`config.mk`:
```
export PLATFORM = sky130hd
export DESIGN_NAME = pll_lock_sequencer
export DESIGN_NICKNAME = d
export VERILOG_FILES = /design/src/rtl/pll_lock_sequencer_pkg.sv /design/src/rtl/pll_lock_sequencer_if.sv /design/src/rtl/pll_lock_sequencer_channel.sv /design/src/rtl/pll_lock_sequencer.sv
export SDC_FILE = /design/constraint.sdc
export NUM_CORES = 1
export LEC_CHECK = 0
export BUFFER_PORTS_ARGS = -buffer_cell sky130_fd_sc_hd__buf_2
export CAP_MARGIN = 20
export CORE_MARGIN = 5
export CORE_UTILIZATION = 59
export CTS_CLUSTER_DIAMETER = 120
export CTS_CLUSTER_SIZE = 28
export DETAILED_ROUTE_END_ITERATION = 6
export PLACE_DENSITY = 0.81
export SYNTH_ARGS = -nofsm -noshare
export SYNTH_HDL_FRONTEND = slang
export SYNTH_SLANG_ARGS = --single-unit
```
`constraint.sdc`:
```
create_clock -name clk -period 3.15 [get_ports clk]
set_clock_uncertainty 0.15 [all_clocks]
set_input_delay 0.1575 -clock clk [delete_from_list [all_inputs] [get_ports clk]]
set_output_delay 0.1575 -clock clk [all_outputs]
set_load 0.02 [all_outputs]
```
`src/rtl/pll_lock_sequencer_pkg.sv`:
```
// Shared types and sizing helpers for the PLL lock sequencer.
package pll_seq_pkg;

   localparam int STATE_W = 3;

   typedef enum logic [STATE_W-1:0] {
      RESET_PLL = 3'd0,
      WAIT_LOCK = 3'd1,
      STABLE    = 3'd2,
      HOLD      = 3'd3,
      RUN       = 3'd4
   } pll_state_e;

   // One spare bit so the per-state counter can hold the largest terminal count.
   function automatic int cnt_width(input int a, input int b, input int c, input int d);
      int m;
      m = a;
      if (b > m) m = b;
      if (c > m) m = c;
      if (d > m) m = d;
      return $clog2(m) + 1;
   endfunction

endpackage

```
`src/rtl/pll_lock_sequencer_if.sv`:
```
// Per-PLL supervision bundle: raw lock in, PLL reset / domain reset / status out.
interface pll_seq_if #(
   parameter int N      = 1,
   parameter int LOSS_W = 8
);
   import pll_seq_pkg::*;

   // Level signals only, no valid/ready: lock is asynchronous and sampled every
   // cycle; every output is valid every cycle and is decoded from registers.
   logic [N-1:0]         lock;
   logic [N-1:0]         resetb;
   logic [N-1:0]         dom_rst;
   logic [N-1:0]         timeout;
   logic [N*LOSS_W-1:0]  loss;
   logic [N*STATE_W-1:0] state;

   modport master (input lock, output resetb, dom_rst, timeout, loss, state);
   modport slave  (output lock, input resetb, dom_rst, timeout, loss, state);

endinterface

```
`src/rtl/pll_lock_sequencer_channel.sv`:
```
// One supervised PLL: lock synchroniser, lock FSM, state counter, loss counter, timeout flag.
module pll_seq_channel
   import pll_seq_pkg::*;
#(
   parameter int SYNC_STAGES    = 2,
   parameter int STABLE_CYCLES  = 1024,
   parameter int HOLD_CYCLES    = 16,
   parameter int TIMEOUT_CYCLES = 65536,
   parameter int RETRY_CYCLES   = 64,
   parameter int LOSS_CNT_W     = 8
) (
   input  logic      clk,
   input  logic      reset,
   input  logic      release_ok_i,
   pll_seq_if.master bus
);

   localparam int CNT_W = cnt_width(STABLE_CYCLES, HOLD_CYCLES, TIMEOUT_CYCLES, RETRY_CYCLES);

   localparam logic [STATE_W-1:0] S_RESET_PLL = RESET_PLL;
   localparam logic [STATE_W-1:0] S_WAIT_LOCK = WAIT_LOCK;
   localparam logic [STATE_W-1:0] S_STABLE    = STABLE;
   localparam logic [STATE_W-1:0] S_HOLD      = HOLD;
   localparam logic [STATE_W-1:0] S_RUN       = RUN;

   logic [SYNC_STAGES-1:0] sync_q;
   logic                   lock_s;
   logic [STATE_W-1:0]     state_q, state_d;
   logic [CNT_W-1:0]       cnt_q, cnt_d;
   logic [LOSS_CNT_W-1:0]  loss_q, loss_d;
   logic                   err_q, err_d;

   assign lock_s = sync_q[SYNC_STAGES-1];

   always_comb begin
      state_d = state_q;
      cnt_d   = cnt_q + 1'b1;
      loss_d  = loss_q;
      err_d   = err_q;
      case (state_q)
         S_RESET_PLL: if (cnt_q == CNT_W'(RETRY_CYCLES - 1)) state_d = S_WAIT_LOCK;
         S_WAIT_LOCK: begin
            // A lock arriving on the timeout cycle still wins.
            if (lock_s) state_d = S_STABLE;
            else if (cnt_q == CNT_W'(TIMEOUT_CYCLES - 1)) begin
               state_d = S_RESET_PLL;
               err_d   = 1'b1;
            end
         end
         S_STABLE: begin
            if (!lock_s) state_d = S_WAIT_LOCK;
            else if (cnt_q == CNT_W'(STABLE_CYCLES - 1)) state_d = S_HOLD;
         end
         S_HOLD: begin
            if (!lock_s) state_d = S_WAIT_LOCK;
            else if (cnt_q == CNT_W'(HOLD_CYCLES - 1)) begin
               if (release_ok_i) state_d = S_RUN;
               else cnt_d = cnt_q;
            end
         end
         S_RUN: begin
            if (!lock_s) begin
               state_d = S_WAIT_LOCK;
               if (loss_q != '1) loss_d = loss_q + 1'b1;
            end else if (!release_ok_i) state_d = S_HOLD;
         end
         default: state_d = S_RESET_PLL;
      endcase
      if (state_d != state_q) cnt_d = '0;
   end

   always_ff @(posedge clk) begin
      if (reset) begin
         sync_q  <= '0;
         state_q <= S_RESET_PLL;
         cnt_q   <= '0;
         loss_q  <= '0;
         err_q   <= 1'b0;
      end else begin
         sync_q  <= {sync_q[SYNC_STAGES-2:0], bus.lock[0]};
         state_q <= state_d;
         cnt_q   <= cnt_d;
         loss_q  <= loss_d;
         err_q   <= err_d;
      end
   end

   assign bus.resetb  = (state_q != S_RESET_PLL);
   assign bus.dom_rst = (state_q != S_RUN);
   assign bus.loss    = loss_q;
   assign bus.timeout = err_q;
   assign bus.state   = state_q;

endmodule

```
`src/rtl/pll_lock_sequencer.sv`:
```
// Lock supervisor for CHANNELS iCE40 PLLs. Define PLL_SEQ_RELEASE_EN to release
// the clock domains in channel-index order; otherwise channels are independent.
module pll_lock_sequencer
   import pll_seq_pkg::*;
#(
   parameter int CHANNELS       = 1,
   parameter int SYNC_STAGES    = 2,
   parameter int STABLE_CYCLES  = 1024,
   parameter int HOLD_CYCLES    = 16,
   parameter int TIMEOUT_CYCLES = 65536,
   parameter int RETRY_CYCLES   = 64,
   parameter int LOSS_CNT_W     = 8
) (
   input  logic                           clk,
   input  logic                           reset,
   input  logic [CHANNELS-1:0]            pll_locked,
   output logic [CHANNELS-1:0]            pll_resetb,
   output logic [CHANNELS-1:0]            domain_reset,
   output logic                           all_ready,
   output logic [CHANNELS*LOSS_CNT_W-1:0] loss_count,
   output logic [CHANNELS-1:0]            timeout_err
);

   logic [CHANNELS-1:0] run;
   logic                all_ready_q;

   for (genvar i = 0; i < CHANNELS; i++) begin : g_ch
      pll_seq_if #(.N(1), .LOSS_W(LOSS_CNT_W)) ch_if ();
      logic release_ok;

`ifdef PLL_SEQ_RELEASE_EN
      if (i == 0) begin : g_first
         assign release_ok = 1'b1;
      end else begin : g_chain
         // Dropping out of RUN upstream pushes this channel back to HOLD.
         assign release_ok = run[i-1];
      end
`else
      assign release_ok = 1'b1;
`endif

      assign ch_if.lock = pll_locked[i];

      pll_seq_channel #(
         .SYNC_STAGES   (SYNC_STAGES),
         .STABLE_CYCLES (STABLE_CYCLES),
         .HOLD_CYCLES   (HOLD_CYCLES),
         .TIMEOUT_CYCLES(TIMEOUT_CYCLES),
         .RETRY_CYCLES  (RETRY_CYCLES),
         .LOSS_CNT_W    (LOSS_CNT_W)
      ) u_chan (
         .clk         (clk),
         .reset       (reset),
         .release_ok_i(release_ok),
         .bus         (ch_if)
      );

      assign pll_resetb[i]                         = ch_if.resetb[0];
      assign domain_reset[i]                       = ch_if.dom_rst[0];
      assign timeout_err[i]                        = ch_if.timeout[0];
      assign loss_count[i*LOSS_CNT_W +: LOSS_CNT_W] = ch_if.loss;
      assign run[i]                                = (ch_if.state == RUN);
   end

   always_ff @(posedge clk) begin
      if (reset) all_ready_q <= 1'b0;
      else       all_ready_q <= &run;
   end

   assign all_ready = all_ready_q;

endmodule
```
==> flow_summary_export.csv <==
group,metric,value,unit
floorplan,design.die.area,0.00423,mm^2
worst_hold_path,min_to,"g_ch[0].u_chan.bus.loss[1]",
sta,slew_headroom,69.3,%
power_and_ir_drop,p_sw_share,23.9,%
power_and_ir_drop,power_frac_comb,3.8,%
clocking,clock_path_buffers,2,
cells_and_area,antennaDiodeCount,0,
grt,global_route.usage.total,20.5,%
critical_path,setup.worst_path.end_class,"flop",
grt,antenna_found_initial,0,
clocking,ctsHtreeMaxLevel,2,
flow_run,drv.max_cap_violation_count,0,
worst_hold_path,hold_path_depth,2,
yosys,synth_sequential_area_ratio,35.9,%
floorplan,fp-row-count,20,
status,outcome,"finished, final reports clean",
cells_and_area,final_common_cell,"dfxtp_1",
grt,pin_count_of_the_biggest_net_entering_global_routing,20,
power_and_ir_drop,ir_drop,253,uV
grt,global_route.overflow_total,0,
sta,timing_hold_violations_final,0,
yosys,postSynthAreaPerCell,8.42,um^2
cells_and_area,area_growth_syn_to_layout,9.46,%
floorplan,fp.coreArea,0.00298,mm^2
place,port-buffer-count,14,
sta,report.final.setup_viol,0,
worst_hold_path,hold_start,"reset",
cells_and_area,layout.cells.most_common_list,"dfxtp_1 (32), nand2_1 (19), nor2_1 (16), o211ai_1 (16), buf_2 (14)",
floorplan,pin_count,15,
clocking,cts.sink_count,32,
place,gp_routability_congestion,0.812,
power_and_ir_drop,power_per_cell_area,336,mW/mm^2
routing,dr_total_vias,1568,
sta,max_freq,340,MHz
power_and_ir_drop,internal_power,0.501,mW
critical_path,worst-r2r-cell-count,11,
routing,drt-total-wl,3740,um
yosys,post_synth_instance_area,0.00179,mm^2
floorplan,starting_utilization_of_the_core_area,60.0,%
grt,first_global_vias,1383,
yosys,synthesis.yosys.warnings,0,
clocking,cts.reportedPaths.clkPinSlew,100,ps
routing,detailedRoute.firstPassIterationCount,4,
routing,first_iter_violations,125,
floorplan,die_y,65.0,um
sta,grt_setup_unrepaired,"false",
clocking,root_buffer_selected_by_cts,"clkbuf_4",
yosys,yosys_register_bits,32,
critical_path,path_max_fanout,11,
power_and_ir_drop,clock_group_share_of_total_power,33.1,%
place,place.detailed.hpwl,2620,um
sta,timing.setup.tns,0,ps
critical_path,crit_path_start_kind,"flop",
critical_path,timing_worst_setup_path_type,"flop to flop",
clocking,insertion_delay,330,ps
sta,tightest_slew,455,ps
floorplan,die_w,65.0,um
clocking,cts_buffer_count,5,
routing,postRouteAntennaNets,0,
sta,finalWorstPathRequiredPeriod,2940,ps
routing,route.detailed.vias_per_inst,5.98,
routing,detail_route.drc_violations,0,
sta,post_route_fraction_of_the_period_consumed_by_the_critical_path,93.3,%
place,dp_worst_setup_slack,270,ps
power_and_ir_drop,static-leakage-power,0.810,nW
critical_path,r2r_slack,210,ps
critical_path,crit_required,3270,ps
clocking,cts_resized,0,
routing,post_drt_wl_per_cell,14.3,um
sta,fin_ws,211,ps
cells_and_area,drive_gt1_share,14.0,%
sta,final_max_slew_viols,0,
yosys,syn_inst,212,
power_and_ir_drop,sequentialPowerShare,63.1,%
power_and_ir_drop,switchingPower,0.157,mW
critical_path,timing.rr.end,"g_ch[0].u_chan.cnt_q[5]",
yosys,syn_nets,218,
worst_hold_path,timing.hold.worst.class,"input port to flop",
cells_and_area,design.final.nets,235,
critical_path,critical_path.reg2reg.startpoint,"g_ch[0].u_chan.cnt_q[0]",
grt,grt_pass1_wl,6630,um
critical_path,cp_data_arrival_time,3050,ps
yosys,synth.distinct_cells,41,
clocking,cts_tree,"done",
[cells in the mapped netlist]
| cell | n | area share (%) |
|---|---|---|
| a21oi_1 | 4 | 1.1 |
| a22o_1 | 1 | 0.49 |
| a311oi_1 | 1 | 0.49 |
| a311oi_4 | 1 | 1.5 |
| a31oi_1 | 1 | 0.35 |
| and2_1 | 3 | 1.1 |
| and2b_4 | 1 | 0.56 |
| and3_1 | 7 | 2.5 |
| and4_1 | 1 | 0.49 |
| buf_2 | 4 | 1.1 |
| buf_4 | 1 | 0.42 |
| buf_6 | 1 | 0.63 |
| clkbuf_1 | 7 | 1.5 |
| dfxtp_1 | 32 | 36 |
| ha_1 | 3 | 2.1 |
| inv_1 | 6 | 1.3 |
| mux2i_1 | 10 | 5.6 |
| nand2_1 | 19 | 4.0 |
| nand2b_1 | 1 | 0.35 |
| nand3_1 | 13 | 3.6 |
| nand3b_1 | 2 | 0.84 |
| nand4_1 | 4 | 1.4 |
| nor2_1 | 16 | 3.4 |
| nor2b_1 | 3 | 1.1 |
| nor3_1 | 8 | 2.2 |
| nor4_1 | 5 | 1.8 |
| nor4b_1 | 1 | 0.49 |
| nor4bb_1 | 1 | 0.56 |
| o211ai_1 | 16 | 6.7 |
| o21a_1 | 1 | 0.42 |
| o21ai_0 | 2 | 0.56 |
| o21ai_1 | 7 | 2.0 |
| o221ai_1 | 1 | 0.49 |
| o22ai_1 | 1 | 0.35 |
| o41ai_1 | 1 | 0.49 |
| or3_1 | 2 | 0.70 |
| or3b_1 | 1 | 0.49 |
| or3b_2 | 1 | 0.49 |
| or4_1 | 2 | 0.84 |
| xnor2_1 | 7 | 3.4 |
| xor2_1 | 13 | 6.4 |
[per-stage QoR]
stage	hold WS (ps)	utilization (%)	total power, mW	instances	cell area, um^2
after floorplan	136	-	0.440	212	1790
after global placement	225	63.7	0.447	254	1900
after detailed placement	254	63.7	0.448	254	1900
after CTS	29.8	65.6	0.664	262	1950
after global routing	64.2	65.6	0.690	262	1950
final	33.6	65.6	0.657	262	1950
[power by group through the flow]
| stage | clock network (mW) | registers (mW) | logic [mW] |
|---|---|---|---|
| finish | 0.218 | 0.415 | 0.0250 |
| global route | 0.246 | 0.416 | 0.0286 |
| CTS | 0.224 | 0.415 | 0.0251 |
| detailed placement | 0 | 0.424 | 0.0240 |
| global placement | 0 | 0.424 | 0.0235 |
| floorplan | 0 | 0.423 | 0.0170 |
[cells by family (layout without fill, tap and decap cells)]
logic type                 Yosys count  after routing  synth area share [%]
muxes                               10             10                  5.61
DFF                                 32             32                  35.9
AOI/OAI and AO/OA                   37             37                  14.9
buffers and inverters               19             36                  4.91
xor gates and xnor gates            20             20                  9.81
and+or+nand+nor                     91             91                  26.8
adders and majority gates            3              3                  2.10
[final cells by class]
cell class                 count  area (um^2)
multi-input combinational    161         1060
fill                         246         1020
sequential                    32          641
timing repair buffer          23          140
clock buffer                   6         41.3
tap                           33         41.3
inverter                       6         22.5
clock inverter                 1         5.00
[worst max path at each step]
| stage | slack, ps | to | startpoint | cells after the start |
|---|---|---|---|---|
| 3_3_place_gp | 450 | g_ch[0].u_chan.cnt_q[9] | g_ch[0].u_chan.cnt_q[0] | 11 |
| 6_report | 210 | g_ch[0].u_chan.cnt_q[5] | g_ch[0].u_chan.cnt_q[0] | 11 |
| 4_1_cts | 220 | g_ch[0].u_chan.cnt_q[5] | g_ch[0].u_chan.cnt_q[0] | 11 |
| 2_1_floorplan | 530 | g_ch[0].u_chan.cnt_q[16] | g_ch[0].u_chan.cnt_q[0] | 12 |
| 5_1_grt | 10 | g_ch[0].u_chan.cnt_q[5] | g_ch[0].u_chan.cnt_q[0] | 11 |
| 3_5_place_dp | 270 | g_ch[0].u_chan.cnt_q[0] | g_ch[0].u_chan.cnt_q[0] | 11 |
[registers in the layout, indices dropped and copies added, names as in the netlist]
signal / count
g_ch.u_chan.bus.state: 3
g_ch.u_chan.cnt_q: 17
g_ch.u_chan.bus.loss: 8
all_ready: 1
g_ch.u_chan.sync_q: 2
g_ch.u_chan.bus.timeout: 1
[critical path: stages, from the launching register on]
cell and delay (ps):
dfxtp_1 440, ha_1 240, nand2_1 170, nor3_1 350
and3_1 220, ha_1 160, or3b_2 110, o21ai_0 70
a22o_1 250, a311oi_2 230, buf_4 260, mux2i_1 200
[timing repair]
item                      4_1_cts  5_1_grt
hold buffers                    1        0
setup buffers                   0        0
hold endpoints to repair        1        0
[layer usage]
layer	wire length [um]	share of wire [%]	global-route usage [%]	vias up
li1	-	-	-	799
met1	1750	47	28.2	726
met2	1730	46	30.5	37
met3	189	5.1	3.81	6
met4	71	1.9	10.1	0
met5	0	0	0	-
Power figures use the tool's default switching activity.
